### src/rtl/freqdiv_prog_multi.sv
// Multi-channel programmable clock divider: each channel emits a 50% square wave
// and a toggle tick, with half-period changes applied only at a terminal count.
module freqdiv_prog_multi #(
  parameter int NUM_CH = 2,
  parameter int CNT_W  = 27,
  parameter int DEF_HP = 12500000,
  localparam int AW    = $clog2(NUM_CH)
) (
  input  logic              clk,
  input  logic              rst,
  input  logic [NUM_CH-1:0] ch_en,
  input  logic              sync_restart,
  input  logic              cfg_we,
  input  logic [AW-1:0]     cfg_addr,
  input  logic [CNT_W-1:0]  cfg_wdata,
  output logic [CNT_W-1:0]  cfg_rdata,
  output logic [NUM_CH-1:0] clk_out,
  output logic [NUM_CH-1:0] tick
);

  localparam logic [CNT_W-1:0] HP_DEF = CNT_W'(DEF_HP);
  localparam logic [CNT_W-1:0] HP_ONE = CNT_W'(1);

  // Terminal count: last cycle of the current half-period of a running channel.
  function automatic logic is_terminal(input logic [CNT_W-1:0] cnt,
                                       input logic [CNT_W-1:0] hp);
    return (hp != '0) && (cnt == hp - HP_ONE);
  endfunction

  // Extra MSB so the range check stays meaningful when NUM_CH is a power of two.
  logic addr_ok;
  assign addr_ok = ({1'b0, cfg_addr} < (AW+1)'(NUM_CH));

  logic [CNT_W-1:0] act_hp_all [NUM_CH];

  for (genvar i = 0; i < NUM_CH; i++) begin : g_ch
    logic [CNT_W-1:0] pend_hp;
    logic [CNT_W-1:0] act_hp;
    logic [CNT_W-1:0] cnt;
    logic [CNT_W-1:0] next_pend;
    logic             wr_hit;
    logic             clk_q;
    logic             tick_q;

    assign wr_hit    = cfg_we && addr_ok && (cfg_addr == AW'(i));
    assign next_pend = wr_hit ? cfg_wdata : pend_hp;

    always_ff @(posedge clk) begin
      if (rst) begin
        pend_hp <= HP_DEF;
        act_hp  <= HP_DEF;
        cnt     <= '0;
        clk_q   <= 1'b0;
        tick_q  <= 1'b0;
      end else begin
        pend_hp <= next_pend;
        if (sync_restart) begin
          cnt    <= '0;
          clk_q  <= 1'b0;
          tick_q <= 1'b0;
          act_hp <= next_pend;
        end else if (!ch_en[i]) begin
          cnt    <= '0;
          clk_q  <= 1'b0;
          tick_q <= 1'b0;
          act_hp <= pend_hp;
        end else if (act_hp == '0) begin
          // Stopped channel stays parked until disable or sync_restart reloads it.
          cnt    <= '0;
          clk_q  <= 1'b0;
          tick_q <= 1'b0;
        end else if (is_terminal(cnt, act_hp)) begin
          cnt    <= '0;
          clk_q  <= ~clk_q;
          tick_q <= 1'b1;
          act_hp <= next_pend;
        end else begin
          cnt    <= cnt + HP_ONE;
          tick_q <= 1'b0;
        end
      end
    end

    assign act_hp_all[i] = act_hp;
    assign clk_out[i]    = clk_q;
    assign tick[i]       = tick_q;
  end

  always_ff @(posedge clk) begin
    if (rst) begin
      cfg_rdata <= '0;
    end else begin
      cfg_rdata <= addr_ok ? act_hp_all[cfg_addr] : '0;
    end
  end

endmodule

### config.mk
export PLATFORM = sky130hd
export DESIGN_NAME = freqdiv_prog_multi
export DESIGN_NICKNAME = d
export VERILOG_FILES = /design/src/rtl/freqdiv_prog_multi.sv
export SDC_FILE = /design/constraint.sdc
export NUM_CORES = 1
export LEC_CHECK = 0
export ABC_CLOCK_PERIOD_IN_PS = 5800
export CAP_MARGIN = 20
export CORE_MARGIN = 2
export CORE_UTILIZATION = 25
export DETAILED_ROUTE_END_ITERATION = 10
export SETUP_SLACK_MARGIN = 0.2
export SYNTH_ARGS = -nofsm -noshare
export SYNTH_HDL_FRONTEND = slang
export SYNTH_SLANG_ARGS = --single-unit
### constraint.sdc
create_clock -name clk -period 5.8 [get_ports clk]
set_clock_uncertainty 0.2 [all_clocks]
set_input_delay 0.58 -clock clk [delete_from_list [all_inputs] [get_ports clk]]
set_output_delay 0.58 -clock clk [all_outputs]
set_load 0.02 [all_outputs]
==> results of run 1 <==
==> per-stage QoR <==
step,hold WS [ns],utilization
5_1_grt,0.275,0.290
2_1_floorplan,0.229,-
3_5_place_dp,0.246,0.275
6_report,0.253,0.290
4_1_cts,0.256,0.290
3_3_place_gp,0.240,0.275
==> metal layers <==
| metal | track usage | share of wire | vias to the layer above |
|---|---|---|---|
| met5 | 0 | 0 | - |
| met4 | 0.0456 | 0.017 | 0 |
| met3 | 0.0240 | 0.050 | 33 |
| met2 | 0.214 | 0.42 | 252 |
| met1 | 0.220 | 0.51 | 4347 |
| li1 | - | - | 4471 |
==> cell usage after synthesis (all sizes together) (5+ instances only) <==
master   number
and3         18
and2          7
ha            6
nor4b         6
inv          18
nor3         53
xor2         54
nor2        142
nand3        38
a21oi        39
mux2i        75
mux2         13
dfxtp       193
clkbuf       65
buf          36
or4           7
nand2b        6
nor3b        20
and4          9
nand2       145
nor4         38
or3           9
nor2b        16
a31oi         5
nand4        19
xnor2        63
o2bb2ai      12
nand3b       28
a211oi       59
o21ai        24
==> sequential cells by signal (all words and copies together), names as in the netlist <==
name and count:
g_ch.clk_q 2, g_ch.cnt 54, g_ch.tick_q 2, g_ch.act_hp 54, cfg_rdata 27, g_ch.pend_hp 54
==> worst max-delay path, cell delays in order, from the launching register on <==
cell and delay [ns]:
dfxtp_1 0.39, nor3_1 0.65, nand2_1 0.19, or3_1 0.40, a2111oi_0 0.44, nand4_1 0.21
nor4b_4 0.28, buf_4 0.35, or2_1 0.76, nor2_1 0.12
==> worst paths after layout <==
check / start / slack, ns / end
setup / recovery: g_ch[0].act_hp[9] / 1.65 / g_ch[0].cnt[14]
setup reg to reg: g_ch[0].act_hp[9] / 1.65 / g_ch[0].cnt[14]
hold reg to reg: g_ch[0].pend_hp[2] / 0.25 / g_ch[0].pend_hp[2]
hold / removal: g_ch[0].pend_hp[2] / 0.25 / g_ch[0].pend_hp[2]
==> kinds of logic after synthesis <==
family	Yosys count	share of synthesized area
flip-flops	193	0.367
buffers and inverters	119	0.0491
AO/OA/AOI/OAI	176	0.116
XOR/XNOR	117	0.0975
adder cells (fa/ha/maj)	6	0.00714
multiplexers	88	0.0853
AND/OR/NAND/NOR	569	0.278
==> area by class of cell <==
cell class                 instances  area [um^2]
clock inverter                    15          193
inverter                          18         67.6
sequential                       193         3860
timing repair buffer              77          743
multi-input combinational        956         6150
clock buffer                      17          425
fill                            4386        29600
tap                              539          674
==> power by group <==
| group | switching [mW] | internal (mW) | leakage (nW) | total, mW |
|---|---|---|---|---|
| registers | 0.0899 | 1.38 | 1.58 | 1.47 |
| logic | 0.247 | 0.176 | 2.21 | 0.422 |
| clock network | 0.598 | 0.659 | 0.298 | 1.26 |
| total | 0.935 | 2.22 | 4.09 | 3.15 |
==> flow_metrics.py, run 1 <==
metrics = {
    "place": {
        "portBuffers": 64,
        "dpl_cell_area_um2": 11500,
        "dp.cells": 1782,
        "dp_hpwl_mm": 23.9,
        "gp_congestion": 0.908,
        "dp_slack_ns": 1.70,
    },
    "route": {
        "dr.pass1.iters": 5,
        "wirelength_mm": 32.4,
        "drc": 0,
        "antenna_left": 0,
        "vias": 9103,
        "drt_iter0_drc": 712,
        "vias_per_cell": 5.02,
        "wl_per_cell_um": 17.8,
    },
    "pwr": {
        "total_power_mw": 3.15,
        "powerDensity_nw_per_um2": 260,
        "cellLeakagePower_nw": 4.09,
        "max-vdd-ir-drop_uv": 227,
    },
    "floorplanning": {
        "io_pins": 65,
        "initial_core_util": 0.252,
        "fp.dieW_um": 209,
        "die_y_um": 209,
        "dieArea_um2": 43700,
        "fp.coreArea_um2": 41800,
        "rows": 75,
    },
    "sta": {
        "fin_ws_ns": 1.65,
        "rsz0062_at_grt": "no",
        "hold_viol": 0,
        "fmax_ghz": 0.241,
        "relSlewSlack": 0.297,
        "drv_slew": 0,
        "period_needed_ns": 4.15,
        "fin_crit_sh": 0.715,
        "worst_pin_slew_ns": 1.05,
        "setup_tns_ns": 0,
        "setup_viol": 0,
    },
    "clock_network": {
        "cts_inserted_buffers": 17,
        "cts_setup_buffers": 0,
        "clkTransAtPathRegs_ns": 0.08,
        "clkLatencyLatePin_ns": 0.46,
        "cts-hold-fix-buffers": 0,
        "clock_sinks": 193,
        "cts_buffer_depth": 2,
        "cts_resized": 0,
        "cts_root_buffer": "clkbuf_16",
        "cts_tree": "yes",
        "htreeDepth": 4,
    },
    "critical_path": {
        "crit_required_ns": 5.91,
        "critPathLaunchType": "flip-flop",
        "crit_path_end_kind": "flip-flop",
        "rr_worst_depth": 9,
        "cp.arrival_ns": 4.26,
        "worstPathMaxFanout": 33,
        "worst-setup-path-type": "flip-flop to flip-flop",
    },
    "yosys": {
        "syn_avg_cell_area_um2": 8.29,
        "synth-main-ff-cell": "dfxtp_1",
        "synth-seq-cells": 193,
        "syn_nets": 1308,
        "netlist_instances": 1268,
        "seq_area_frac_synth": 0.367,
        "synth_top_area_cell": "dfxtp_1",
        "synth_edf_count": 0,
        "synth_top_area_frac": 0.367,
        "synthArstFlopShare": 0,
        "synth_cell_types": 66,
        "yosys-top-cells-area": "dfxtp_1 (37%), mux2i_1 (7.1%), xnor2_1 (5.2%)",
        "yosys_warnings": 0,
        "mappedNetlistArea_um2": 10500,
    },
    "run": {
        "maxCapViolCount": 0,
    },
    "run_status": {
        "status": "finished, final reports clean",
    },
    "finish": {
        "final_common_cell": "dfxtp_1",
        "final_cell_mix": "dfxtp_1 (193), nand2_1 (145), nor2_1 (140)",
        "area.growth.synth_to_final_pct": 15.2,
        "fin_nets": 1303,
        "final_cells": 1815,
        "final_area_um2": 12100,
        "drive_gt1_frac": 0.0611,
        "n_antenna_cell": 0,
    },
    "grt": {
        "grt_overflow": 0,
        "grt_max_degree": 92,
        "grt_pass1_vias": 8399,
        "grt_use_total": 0.147,
        "grt_pass1_wl_mm": 50.3,
        "antenna_found_initial": 0,
    },
    "worst_hold_path": {
        "min_path_cells": 2,
        "worstHoldPathType": "flip-flop to flip-flop",
    },
}
No activity file was read; power rests on OpenSTA's default activity.
==> run 2: changes to the inputs <==
Settings changed: ABC_CLOCK_PERIOD_IN_PS 5800 to 3800.
Clock period 5.8 ns to 3.8 ns, I/O delays scaled along.
==> run 2 against run 1 <==
Compared with the run above:
- core utilization up 0.93 points
- clock power increased by 44%
- design area grew 3.2%
- via count grew 2.0%
- routed wire length grew 1.2%
- setup slack worse by 1.4 ns
- die area unchanged
- critical path depth is 1 higher
- highest routed layer unchanged
==> flow_metrics.py, run 2 (same netlist as run 1, synthesis figures left out) <==
metrics = {
    "run_status": {
        "status": "finished, final reports clean",
    },
    "critical_path": {
        "critical-path-top-delay-family": "simple AND/OR/NAND/NOR gates",
        "crit_required_ns": 3.97,
        "path_depth": 10,
        "critPathLaunchType": "flip-flop",
        "crit_buf_inv": 1,
        "worstPathMaxFanout": 6,
        "worst-setup-path-type": "flip-flop to flip-flop",
        "crit_path_end_kind": "flip-flop",
        "max_stage_delay_ns": 0.56,
        "rrSetupSlack_ns": 0.29,
        "setup.worst_path.end": "g_ch[1].clk_q",
        "cp.arrival_ns": 3.69,
        "r2r-end": "g_ch[1].clk_q",
        "r2r-start": "g_ch[1].act_hp[1]",
        "crit_chain": "inv_1 > ha_1 > nor4b_2 > and4_1 > o221ai_1 > nor4_2 > nand4b_1 > or4_1 > or3_1 > a21oi_1",
        "rr_worst_depth": 10,
        "cp_slowest_cell": "or4_1",
        "startpoint": "g_ch[1].act_hp[1]",
    },
    "sta": {
        "relSlewSlack": 0.339,
        "period_needed_ns": 3.51,
        "hold_viol": 0,
        "fmax_ghz": 0.285,
        "setup_viol": 0,
        "rsz0062_at_grt": "no",
        "whs_ns": 0.196,
        "setup_tns_ns": 0,
        "fin_crit_sh": 0.924,
        "drv_slew": 0,
        "worst_pin_slew_ns": 0.990,
    },
    "clock_network": {
        "cts_buffer_depth": 2,
        "cts_setup_buffers": 0,
        "cts_root_buffer": "clkbuf_16",
        "clock_sinks": 193,
        "cts_inserted_buffers": 17,
        "cts_resized": 0,
        "clkLatencyLatePin_ns": 0.45,
        "htreeDepth": 4,
        "clkTransAtPathRegs_ns": 0.08,
        "cts-hold-fix-buffers": 0,
        "cts_tree": "yes",
    },
    "run": {
        "maxCapViolCount": 0,
    },
    "floorplanning": {
        "fp.coreArea_um2": 41800,
        "dieArea_um2": 43700,
        "initial_core_util": 0.252,
        "io_pins": 65,
        "fp.dieW_um": 209,
        "die_y_um": 209,
        "rows": 75,
    },
    "worst_hold_path": {
        "worstHoldPathType": "primary input to flip-flop",
    },
    "grt": {
        "grt_pass1_wl_mm": 51.0,
        "grt_use_total": 0.150,
        "antenna_found_initial": 0,
        "grt_max_degree": 83,
        "grt_pass1_vias": 8650,
        "grt_overflow": 0,
    },
    "finish": {
        "reg.largest.list": "g_ch.act_hp x54, g_ch.cnt x54, g_ch.pend_hp x54",
        "n_antenna_cell": 0,
        "final_area_um2": 12500,
        "final_common_cell": "dfxtp_1",
        "final_cell_mix": "dfxtp_1 (193), nand2_1 (145), nor2_1 (139)",
        "fin_nets": 1349,
        "drive_gt1_frac": 0.0983,
        "area.growth.synth_to_final_pct": 18.9,
    },
    "place": {
        "dpl_cell_area_um2": 11900,
        "portBuffers": 64,
        "gp_congestion": 0.932,
        "dp_hpwl_mm": 24.8,
    },
    "route": {
        "antenna_left": 0,
        "vias_per_cell": 4.99,
        "vias": 9288,
        "dr.pass1.iters": 5,
        "drc": 0,
        "wl_per_cell_um": 17.6,
        "wirelength_mm": 32.8,
        "drt_iter0_drc": 887,
    },
    "pwr": {
        "p_int_mw": 3.37,
        "powerDensity_nw_per_um2": 381,
        "cellLeakagePower_nw": 4.31,
        "clockPowerShare": 0.383,
        "pwr-share-comb": 0.153,
        "max-vdd-ir-drop_uv": 317,
        "power_frac_seq": 0.465,
        "sw_frac_of_total": 0.293,
        "p_switching_mw": 1.40,
    },
}
[run 2: area by class of cell]
type | instances | area [um^2]
flip-flops and latches | 193 | 3860
inverters | 18 | 67.6
well taps | 539 | 674
repair buffers | 123 | 1130
fillers | 4414 | 29300
clock inverters | 13 | 124
multi-input cells | 956 | 6200
clock buffers | 19 | 453
[run 2: worst reg2reg max path, delay by kind of cell, from the launching register on]
family	cells	cell delay, ns
adder cells (fa/ha/maj)	1	0.26
buffers and inverters	1	0.09
flip-flops	1	0.36
AND/OR/NAND/NOR	6	2.17
AO/OA/AOI/OAI	2	0.38
[run 2: power groups by stage]
stage,sequential [mW],clock [mW],combinational [mW]
finish,2.21,1.82,0.727
CTS,2.21,1.86,0.713
floorplan,2.23,0,0.443
detailed placement,2.26,0,0.710
global placement,2.26,0,0.701
global route,2.22,1.94,0.784
[run 2: layer usage]
| layer | vias to the layer above | share of wire | global-route usage |
|---|---|---|---|
| met1 | 4432 | 0.51 | 0.226 |
| li1 | 4551 | - | - |
| met3 | 26 | 0.057 | 0.0216 |
| met4 | 0 | 0.015 | 0.0429 |
| met2 | 279 | 0.42 | 0.218 |
| met5 | - | 0 | 0 |
[run 2: stage by stage]
step | instances | power, mW | setup slack [ns] | util
6_report | 1861 | 4.77 | 0.289 | 0.299
5_1_grt | 1861 | 4.95 | 0.201 | 0.299
4_1_cts | 1861 | 4.78 | 0.225 | 0.298
3_5_place_dp | 1829 | 2.97 | 0.250 | 0.284
3_3_place_gp | 1829 | 2.96 | 0.292 | 0.284
2_1_floorplan | 1268 | 2.67 | 0.563 | -
[run 2: worst min path at each step]
stage                          endpoint           startpoint  depth (start not counted)  slack (ns)
finish                    cfg_rdata[21]                  rst                          2        0.20
global route              cfg_rdata[21]                  rst                          2        0.22
CTS                       cfg_rdata[21]                  rst                          2        0.16
detailed placement  g_ch[0].pend_hp[20]  g_ch[0].pend_hp[20]                          2        0.25
global placement    g_ch[0].pend_hp[12]  g_ch[0].pend_hp[12]                          2        0.24
floorplan           g_ch[0].pend_hp[10]  g_ch[0].pend_hp[10]                          2        0.23
==> run 3: changes to the inputs <==
Settings changed: SLEW_MARGIN from default to 10.
==> results of run 3 <==
Same layout as run 2: the final DEF is identical, and so are final timing and power.
